`config.mk`:
```
export PLATFORM = sky130hd
export DESIGN_NAME = ets_sweep_ctrl_flat
export DESIGN_NICKNAME = d
export VERILOG_FILES = /design/src/rtl/ets_sweep_ctrl_if.sv /design/src/rtl/ets_sweep_ctrl.sv /design/src/flat_wrapper.sv
export SDC_FILE = /design/constraint.sdc
export NUM_CORES = 1
export LEC_CHECK = 0
export BUFFER_PORTS_ARGS = -buffer_cell sky130_fd_sc_hd__buf_2
export CORE_MARGIN = 1.5
export CORE_UTILIZATION = 57
export CTS_CLUSTER_DIAMETER = 120
export DETAILED_ROUTE_END_ITERATION = 12
export PLACE_DENSITY = 0.78
export SLEW_MARGIN = 20
export SYNTH_ARGS = -nofsm -noshare
export SYNTH_HDL_FRONTEND = slang
export SYNTH_SLANG_ARGS = --single-unit
```
`constraint.sdc`:
```
create_clock -name shifting_clk -period 3.1 [get_ports shifting_clk]
set_clock_uncertainty 0.1 [all_clocks]
set_input_delay 0.31 -clock shifting_clk [delete_from_list [all_inputs] [get_ports shifting_clk]]
set_output_delay 0.31 -clock shifting_clk [all_outputs]
set_load 0.02 [all_outputs]
```
`src/rtl/ets_sweep_ctrl_if.sv`:
```
// Sweep controller side-band bus: MMCM dynamic phase-shift port plus the
// valid/ready write port into the sample buffer.
interface ets_sweep_ctrl_if #(
  parameter int ADDR_WIDTH = 9,
  parameter int DATA_WIDTH = 32
);
  logic                  ps_en;
  logic                  ps_incdec;
  logic                  ps_done;
  logic                  wr_valid;
  logic                  wr_ready;
  logic [ADDR_WIDTH-1:0] wr_addr;
  logic [DATA_WIDTH-1:0] wr_data;

  modport master (
    output ps_en, ps_incdec, wr_valid, wr_addr, wr_data,
    input  ps_done, wr_ready
  );

  modport slave (
    input  ps_en, ps_incdec, wr_valid, wr_addr, wr_data,
    output ps_done, wr_ready
  );
endinterface

```
`src/rtl/ets_sweep_ctrl.sv`:
```
// Equivalent-time-sampling sweep sequencer: steps the MMCM phase, waits for
// the shift to complete, settles, accumulates comparator hits over a number
// of triggers and writes one result word per phase step.
//
// state     | meaning
// IDLE      | waiting for start && en
// SHIFT     | one-cycle ps_en pulse
// WAIT_DONE | waiting for ps_done (bounded by PS_TIMEOUT)
// SETTLE    | SETTLE_CYC idle cycles after the shift
// ACQ       | accumulate cmp_data on each trig until avg triggers seen
// WRITE     | present result until wr_ready
// NEXT      | advance step or finish
// DONE      | one-cycle done pulse
module ets_sweep_ctrl #(
  parameter int ADDR_WIDTH   = 9,
  parameter int DATA_WIDTH   = 32,
  parameter int PHASE_PERIOD = 1120,
  parameter int SETTLE_CYC   = 16,
  parameter int PS_TIMEOUT   = 1024
) (
  input  logic                shifting_clk,
  input  logic                S_AXI_DATA_aresetn,
  input  logic                start,
  input  logic                en,
  input  logic [15:0]         cfg_avg,
  input  logic [ADDR_WIDTH:0] cfg_steps,
  input  logic                trig,
  input  logic                cmp_data,
  ets_sweep_ctrl_if.master    bus,
  output logic                busy,
  output logic                done,
  output logic                err,
  output logic [31:0]         phase_counter
);
  // one shared down-counter serves both the PS timeout and the settle delay
  localparam int TMAX = (PS_TIMEOUT > SETTLE_CYC) ? PS_TIMEOUT : SETTLE_CYC;
  localparam int TW   = $clog2(TMAX) + 1;
  localparam logic [ADDR_WIDTH:0] STEP_ONE  = 1;
  localparam logic [TW-1:0]       TIMER_ONE = 1;

  typedef enum logic [2:0] {
    IDLE, SHIFT, WAIT_DONE, SETTLE, ACQ, WRITE, NEXT, DONE
  } state_t;

  state_t              state_q, state_nxt;
  logic [TW-1:0]       timer_q;
  logic [15:0]         avg_q;
  logic [15:0]         acc_q;
  logic [15:0]         tcnt_q;
  logic [ADDR_WIDTH:0] steps_q;
  logic [ADDR_WIDTH:0] step_q;
  logic                last_step;
  logic                last_trig;
  logic                timer_tc;

  assign last_step = (step_q == steps_q - STEP_ONE);
  assign last_trig = (({1'b0, tcnt_q} + 17'd1) == {1'b0, avg_q});
  assign timer_tc  = (timer_q == '0);

  assign busy          = (state_q != IDLE);
  assign bus.ps_incdec = 1'b1;
  assign bus.wr_addr   = step_q[ADDR_WIDTH-1:0];
  assign bus.wr_data   = DATA_WIDTH'(acc_q);

  // state register
  always_ff @(posedge shifting_clk or negedge S_AXI_DATA_aresetn) begin
    if (!S_AXI_DATA_aresetn) state_q <= IDLE;
    else                     state_q <= state_nxt;
  end

  // next-state and strobe outputs
  always_comb begin
    state_nxt    = state_q;
    bus.ps_en    = 1'b0;
    bus.wr_valid = 1'b0;
    done         = 1'b0;
    case (state_q)
      IDLE: begin
        if (start && en) state_nxt = (cfg_steps == '0) ? DONE : SHIFT;
      end
      SHIFT: begin
        bus.ps_en = 1'b1;
        state_nxt = WAIT_DONE;
      end
      WAIT_DONE: begin
        // en is deliberately ignored until the MMCM handshake finishes
        if (bus.ps_done)   state_nxt = en ? SETTLE : IDLE;
        else if (timer_tc) state_nxt = IDLE;
      end
      SETTLE: begin
        if (!en)           state_nxt = IDLE;
        else if (timer_tc) state_nxt = ACQ;
      end
      ACQ: begin
        if (!en)                    state_nxt = IDLE;
        else if (trig && last_trig) state_nxt = WRITE;
      end
      WRITE: begin
        bus.wr_valid = 1'b1;
        if (!en)               state_nxt = IDLE;
        else if (bus.wr_ready) state_nxt = NEXT;
      end
      NEXT: begin
        state_nxt = last_step ? DONE : SHIFT;
      end
      DONE: begin
        done      = 1'b1;
        state_nxt = IDLE;
      end
      default: state_nxt = IDLE;
    endcase
  end

  // sweep datapath: config latch, timer, accumulator, step index, phase
  always_ff @(posedge shifting_clk or negedge S_AXI_DATA_aresetn) begin
    if (!S_AXI_DATA_aresetn) begin
      timer_q       <= '0;
      avg_q         <= '0;
      acc_q         <= '0;
      tcnt_q        <= '0;
      steps_q       <= '0;
      step_q        <= '0;
      err           <= 1'b0;
      phase_counter <= '0;
    end else begin
      case (state_q)
        IDLE: begin
          if (start && en) begin
            avg_q   <= (cfg_avg == 16'd0) ? 16'd1 : cfg_avg;
            steps_q <= cfg_steps;
            step_q  <= '0;
            err     <= 1'b0;
          end
        end
        SHIFT: timer_q <= TW'(PS_TIMEOUT - 1);
        WAIT_DONE: begin
          if (bus.ps_done) begin
            phase_counter <= (phase_counter == 32'(PHASE_PERIOD - 1)) ?
                             32'd0 : phase_counter + 32'd1;
            timer_q       <= TW'(SETTLE_CYC - 1);
          end else if (timer_tc) begin
            err <= 1'b1;
          end else begin
            timer_q <= timer_q - TIMER_ONE;
          end
        end
        SETTLE: begin
          if (!timer_tc) begin
            timer_q <= timer_q - TIMER_ONE;
          end else begin
            acc_q  <= '0;
            tcnt_q <= '0;
          end
        end
        ACQ: begin
          if (trig) begin
            acc_q  <= acc_q + {15'd0, cmp_data};
            tcnt_q <= tcnt_q + 16'd1;
          end
        end
        NEXT: if (!last_step) step_q <= step_q + STEP_ONE;
        default: ;
      endcase
    end
  end
endmodule

```
`src/flat_wrapper.sv`:
```
// flat-port wrapper written by rule: the top's interface ports become plain ports
module ets_sweep_ctrl_flat 
#(
  parameter int ADDR_WIDTH   = 9,
  parameter int DATA_WIDTH   = 32,
  parameter int PHASE_PERIOD = 1120,
  parameter int SETTLE_CYC   = 16,
  parameter int PS_TIMEOUT   = 1024
)
  (shifting_clk, S_AXI_DATA_aresetn, start, en, cfg_avg, cfg_steps, trig, cmp_data, busy, done, err, phase_counter, bus_ps_en, bus_ps_incdec, bus_wr_valid, bus_wr_addr, bus_wr_data, bus_ps_done, bus_wr_ready);
  ets_sweep_ctrl_if #(.ADDR_WIDTH(ADDR_WIDTH), .DATA_WIDTH(DATA_WIDTH)) bus_i ();
  input  logic shifting_clk;
  input  logic S_AXI_DATA_aresetn;
  input  logic start;
  input  logic en;
  input  logic [15:0] cfg_avg;
  input  logic [ADDR_WIDTH:0] cfg_steps;
  input  logic trig;
  input  logic cmp_data;
  output logic busy;
  output logic done;
  output logic err;
  output logic [31:0] phase_counter;
  output wire logic [$bits(bus_i.ps_en)-1:0] bus_ps_en;
  output wire logic [$bits(bus_i.ps_incdec)-1:0] bus_ps_incdec;
  output wire logic [$bits(bus_i.wr_valid)-1:0] bus_wr_valid;
  output wire logic [$bits(bus_i.wr_addr)-1:0] bus_wr_addr;
  output wire logic [$bits(bus_i.wr_data)-1:0] bus_wr_data;
  input wire logic [$bits(bus_i.ps_done)-1:0] bus_ps_done;
  input wire logic [$bits(bus_i.wr_ready)-1:0] bus_wr_ready;
  assign bus_ps_en = bus_i.ps_en;
  assign bus_ps_incdec = bus_i.ps_incdec;
  assign bus_wr_valid = bus_i.wr_valid;
  assign bus_wr_addr = bus_i.wr_addr;
  assign bus_wr_data = bus_i.wr_data;
  assign bus_i.ps_done = bus_ps_done;
  assign bus_i.wr_ready = bus_wr_ready;
  ets_sweep_ctrl #(.ADDR_WIDTH(ADDR_WIDTH), .DATA_WIDTH(DATA_WIDTH), .PHASE_PERIOD(PHASE_PERIOD), .SETTLE_CYC(SETTLE_CYC), .PS_TIMEOUT(PS_TIMEOUT)) u_core (.shifting_clk(shifting_clk), .S_AXI_DATA_aresetn(S_AXI_DATA_aresetn), .start(start), .en(en), .cfg_avg(cfg_avg), .cfg_steps(cfg_steps), .trig(trig), .cmp_data(cmp_data), .bus(bus_i), .busy(busy), .done(done), .err(err), .phase_counter(phase_counter));
endmodule
```
### Word level (Yosys, flattened, before mapping)

Cells that the tools add are included.
Widths: inputs -> output; s select.

* bits in registers: 115
* output and inout bits: 79
* word-level logic and storage cells: 86

* add/subtract/negate cells: 7
* equal/unequal tests: 20
* mux-type cells: 33
* reductions and logical operators: 17

Operators by type and width (count)
* $mux 16: 4
* $pmux 16 s2: 2
* $mux 3: 11
* $pmux 11 s3: 1
* $add 32x1->32 const B: 1
* $eq 32x11->1 const B: 1
* $mux 32: 1
* $pmux 3 s8: 1
* $mux 11: 2
* $mux 10: 2
* $pmux 10 s2: 1
* $add 16x1->17 const B: 1
* $eq 17x16->1: 1
* $add 16x1->16: 1
* $add 16x1->16 const B: 1
* $logic_not 16->1: 1
* $eq 3x3->1 const B: 4
* $logic_not 11->1: 1
* $sub 11x1->11 const B: 1
* $add 10x1->10 const B: 1
* $eq 10x10->1: 1
* $logic_not 10->1: 1
* $sub 10x1->10 const B: 1
* $ne 3x2->1 const B: 3
* 16 further kinds: 32

### Logic depth before layout (Yosys ltp)

* depth in word-level cells: 6
* gate-level depth with buffers: 11
* mapped depth without buffers: 10

### Worst setup path after synthesis

Ideal clock, no wire load.

* kind: reg-to-reg
* from: register u_core.steps_q[3]
* to: register u_core.step_q[8]
* library setup time: 0.078 ns
* data arrival time: 2.295 ns
* required time: 2.922 ns
* path slack: 0.627 ns
* stages on the path, launching flop included: 10
* path buffers: 1
* cell sequence: dfrtp_1 or4_1 buf_2 o31a_1 o211ai_2 o211ai_2 nand4_4 nand3_4 or3_1 a21oi_1

* longest elaborated chain between the ends: 4

Ends and longest elaborated chain
* from (decl): line ets_sweep_ctrl.sv:50 `logic [ADDR_WIDTH:0] steps_q;`
* from (signal assigned): line ets_sweep_ctrl.sv:130 `steps_q <= cfg_steps;`
* $sub 10x1->10: line ets_sweep_ctrl.sv:56 `assign last_step = (step_q == steps_q - STEP_ONE);`
* $eq 10x10->1: line ets_sweep_ctrl.sv:56
* $ne 2x2->1 (no source line)
* $reduce_and 3->1 (no source line)
* to (signal assigned): line ets_sweep_ctrl.sv:161 `NEXT: if (!last_step) step_q <= step_q + STEP_ONE;`
* to (decl): line ets_sweep_ctrl.sv:51 `logic [ADDR_WIDTH:0] step_q;`

Every way passes these cells.
A chain may end at the register's enable or synchronous reset.

### Final worst setup path

* from: register u_core.steps_q[0]
* to: register u_core.step_q[6]

The elaborated chain is that of the path after synthesis.

==> flow_metrics.py <==
metrics = {
    "timing": {
        "layout_worst_path_cycle_share_pct": 91.4,
        "tightest_slew_ps": 703,
        "fin_setup_tns_ps": 0,
        "max_slew_margin_pct": 53.2,
        "fmax_mhz": 353,
        "fin_crit_ps": 2830,
        "hold_viol_final": 0,
        "rsz0062_at_grt": "false",
        "drv_slew": 0,
        "holdWs_ps": 13.0,
        "setup_viol": 0,
        "fin_ws_ps": 268,
    },
    "global_route": {
        "grt_pass1_vias": 5966,
        "grt_max_degree": 50,
        "globalRouteOverflowTotal": 0,
        "grt_pass1_wl_um": 29400,
        "antenna_found_initial": 0,
        "grt_usage_pct": 28.9,
    },
    "route": {
        "drt-vias-per-instance": 6.04,
        "top_layer": "met4",
        "antenna_left": 0,
        "num_vias": 6277,
        "dr.first_iter.drc_count": 635,
        "drt_first_pass_iters": 9,
        "dr_wl_met2_um": 8460,
        "drc_errors": 10,
        "met1_length_um": 7390,
        "wl_per_cell_um": 16.8,
        "drt-total-wl_um": 17400,
        "wl_met3_um": 1280,
    },
    "setup_path": {
        "crit_path_start_kind": "flop",
        "crit_required_ps": 3270,
        "worst-setup-path-type": "reg2reg",
        "cp_slowest_cell": "dfrtp_1",
        "crit_arrival_ps": 3000,
        "crit_path_cell_trace": "inv_1 > ha_1 > nand2b_1 > a211oi_1 > nor4b_1 > a211o_1 > and4_2 > nor3_1 > a311oi_1",
        "crit_path_end_kind": "flop",
        "worstReg2RegEnd": "u_core.step_q[6]$_DFFE_PN0P_",
        "critical_path.max_fanout": 8,
        "r2r_setup_slack_ps": 270,
        "cpPeakStageDelay_ps": 410,
        "r2r_cells": 9,
        "timing.rr.start": "u_core.steps_q[0]$_DFFE_PN0P_",
    },
    "cts": {
        "cts_buffers": 17,
        "htreeDepth": 4,
        "clk_path_buf_depth": 2,
        "cts.clk_slew.worst_paths_ps": 60,
        "tritoncts": "built",
        "clock_latency_ps": 420,
        "cts_root_buffer": "clkbuf_16",
        "clock-sinks": 115,
    },
    "power": {
        "finalPower_mw": 6.16,
        "pwr-share-clk_pct": 32.6,
        "p_leak_nw": 3.80,
        "p_seq_share_pct": 36.2,
        "power_switching_mw": 2.30,
        "pwr_density_cell_mw_per_mm2": 771,
        "internal_power_mw": 3.86,
        "combPwrFrac_pct": 31.1,
        "ir_worst_vdd_uv": 642,
        "swShare_pct": 37.3,
    },
    "yosys": {
        "synth_largest_area_cell": "dfrtp_1",
        "synth_compound_area_share_pct": 12.3,
        "async_flop_share_pct": 100,
        "synth_top_cell_area_share_pct": 42.4,
        "synthMuxAreaShare_pct": 0.313,
        "synth_top_family_by_area": "simple AND/OR/NAND/NOR gates",
        "ys_seq_area_share_pct": 42.4,
        "synth_seq_cells": 115,
        "synth-simple-area-share_pct": 28.2,
        "syn_area_mm2": 0.00679,
        "yosys.area_share.adder_pct": 1.29,
        "synth-xor-area-share_pct": 9.54,
        "synthFlopType": "dfrtp_1",
        "synth_area_leaders": "dfrtp_1, nand2_1, xor2_1",
        "yosys_warnings": 0,
        "synth_edf_count": 0,
        "syn_inst": 791,
        "synth_area_per_cell_um2": 8.59,
        "synth.distinct_cells": 64,
    },
    "min_path": {
        "hold_start": "cfg_avg[15]",
        "hold_path_end": "u_core.avg_q[15]$_DFFE_PN0P_",
        "holdPathStages": 3,
        "worstHoldPathType": "in2reg",
    },
    "cells_and_area": {
        "final_common_cell": "nand2_1",
        "final_cell_mix": "nand2_1, dfrtp_1, buf_2",
        "antennaDiodeCount": 0,
        "synthToLayoutAreaGrowth_pct": 17.8,
        "final_cell_area_mm2": 0.00800,
        "fin_nets": 924,
        "fillers": 926,
        "layout-drive-gt1-share_pct": 17.5,
    },
    "die": {
        "dieArea_mm2": 0.0126,
        "die_h_um": 112,
        "start_util_pct": 59.0,
        "die_x_um": 112,
        "design.core.area_mm2": 0.0115,
        "rows": 39,
        "pin_count": 113,
    },
    "placement": {
        "hpwl_um": 12000,
        "pre_cts_slack_ps": 284,
        "io_buffers": 95,
        "gp_congestion": 0.872,
        "place_area_mm2": 0.00729,
    },
    "run_status": {
        "violations": "design-rule violations",
        "status": "complete, but fails checks",
    },
    "flow_run": {
        "max_cap_viol_count": 0,
    },
}
[flip-flops by register name, summed over array words and instances (netlist names)]
register,count
u_core.acc_q,16
u_core.avg_q,16
u_core.err,1
u_core.phase_counter,32
u_core.state_q,3
u_core.step_q,10
u_core.steps_q,10
u_core.tcnt_q,16
u_core.timer_q,11
[metal layers]
metal  global-route usage, %  vias up
met2                    46.0      263
met5                       0        -
met1                    38.4     3062
met4                    11.2        0
met3                    7.29       28
li1                        -     2924
[synthesized netlist by cell type (all sizes together), types with 13 or more instances]
library cell and instances:
a21oi 32, and3 13, buf 38, clkbuf 25, dfrtp 115, inv 14
nand2 137, nand3 37, nand4 30, nor2 67, nor3 21, nor4 18
o21ai 47, xnor2 34, xor2 40
[area by class of cell]
| type | instances | area [um2] | share of cell area, % |
|---|---|---|---|
| timing repair buffer | 121 | 711 | 8.88 |
| multi-input combinational | 614 | 3570 | 44.7 |
| clock buffer | 23 | 478 | 5.98 |
| clock inverter | 9 | 128 | 1.60 |
| tap | 143 | 179 | 2.24 |
| sequential | 115 | 2880 | 36.0 |
| inverter | 14 | 52.6 | 0.657 |
[logic make-up (layout without fill, tap and decap cells)]
group,count (synthesis),after routing
and+or+nand+nor,381,381
xor gates and xnor gates,74,74
DFF,115,115
other,2,17
AOI/OAI and AO/OA,133,133
buffers and inverters,77,167
adders and majority gates,7,7
muxes,2,2
[through the flow]
step / util (%) / std cells
6_report: 69.5 / 1039
5_1_grt: 69.5 / 1039
4_1_cts: 69.4 / 1039
3_5_place_dp: 63.3 / 997
3_3_place_gp: 63.3 / 997
2_1_floorplan: - / 806
[worst max path at each step]
| stage | startpoint | end | depth (start not counted) |
|---|---|---|---|
| after global routing | u_core.timer_q[0]$_DFFE_PN0P_ | u_core.state_q[1]$_DFFE_PN0P_ | 10 |
| after global placement | u_core.tcnt_q[0]$_DFFE_PN0P_ | u_core.state_q[2]$_DFFE_PN0P_ | 9 |
| after CTS | u_core.tcnt_q[0]$_DFFE_PN0P_ | u_core.state_q[0]$_DFFE_PN0P_ | 9 |
| after detailed placement | u_core.tcnt_q[0]$_DFFE_PN0P_ | u_core.state_q[0]$_DFFE_PN0P_ | 9 |
| final | u_core.steps_q[0]$_DFFE_PN0P_ | u_core.step_q[6]$_DFFE_PN0P_ | 9 |
| after floorplan | u_core.steps_q[3]$_DFFE_PN0P_ | u_core.step_q[8]$_DFFE_PN0P_ | 9 |
[what timing repair did]
action | in CTS | in global routing
resized for setup | 0 | 1
endpoints found under the setup margin | 0 | 2
setup buffers | 0 | 0
hold endpoints to repair | 47 | 0
hold buffers | 10 | 0
[power groups by stage]
stage	sequential [mW]	combinational, mW	clock (mW)
6_report	2.23	1.92	2.01
5_1_grt	2.28	2.13	2.12
4_1_cts	2.21	1.89	2.03
3_5_place_dp	2.23	1.87	0
3_3_place_gp	2.21	1.78	0
2_1_floorplan	2.07	1.50	0
[worst max-delay path: cells and delay by family (launching register included)]
family                   cells  cell delay, ps
buffers and inverters        1              90
AND/OR/NAND/NOR              4             900
AO/OA/AOI/OAI                3             840
adder cells (fa/ha/maj)      1             340
flip-flops                   1             410
(Power assumes the default switching activity.)
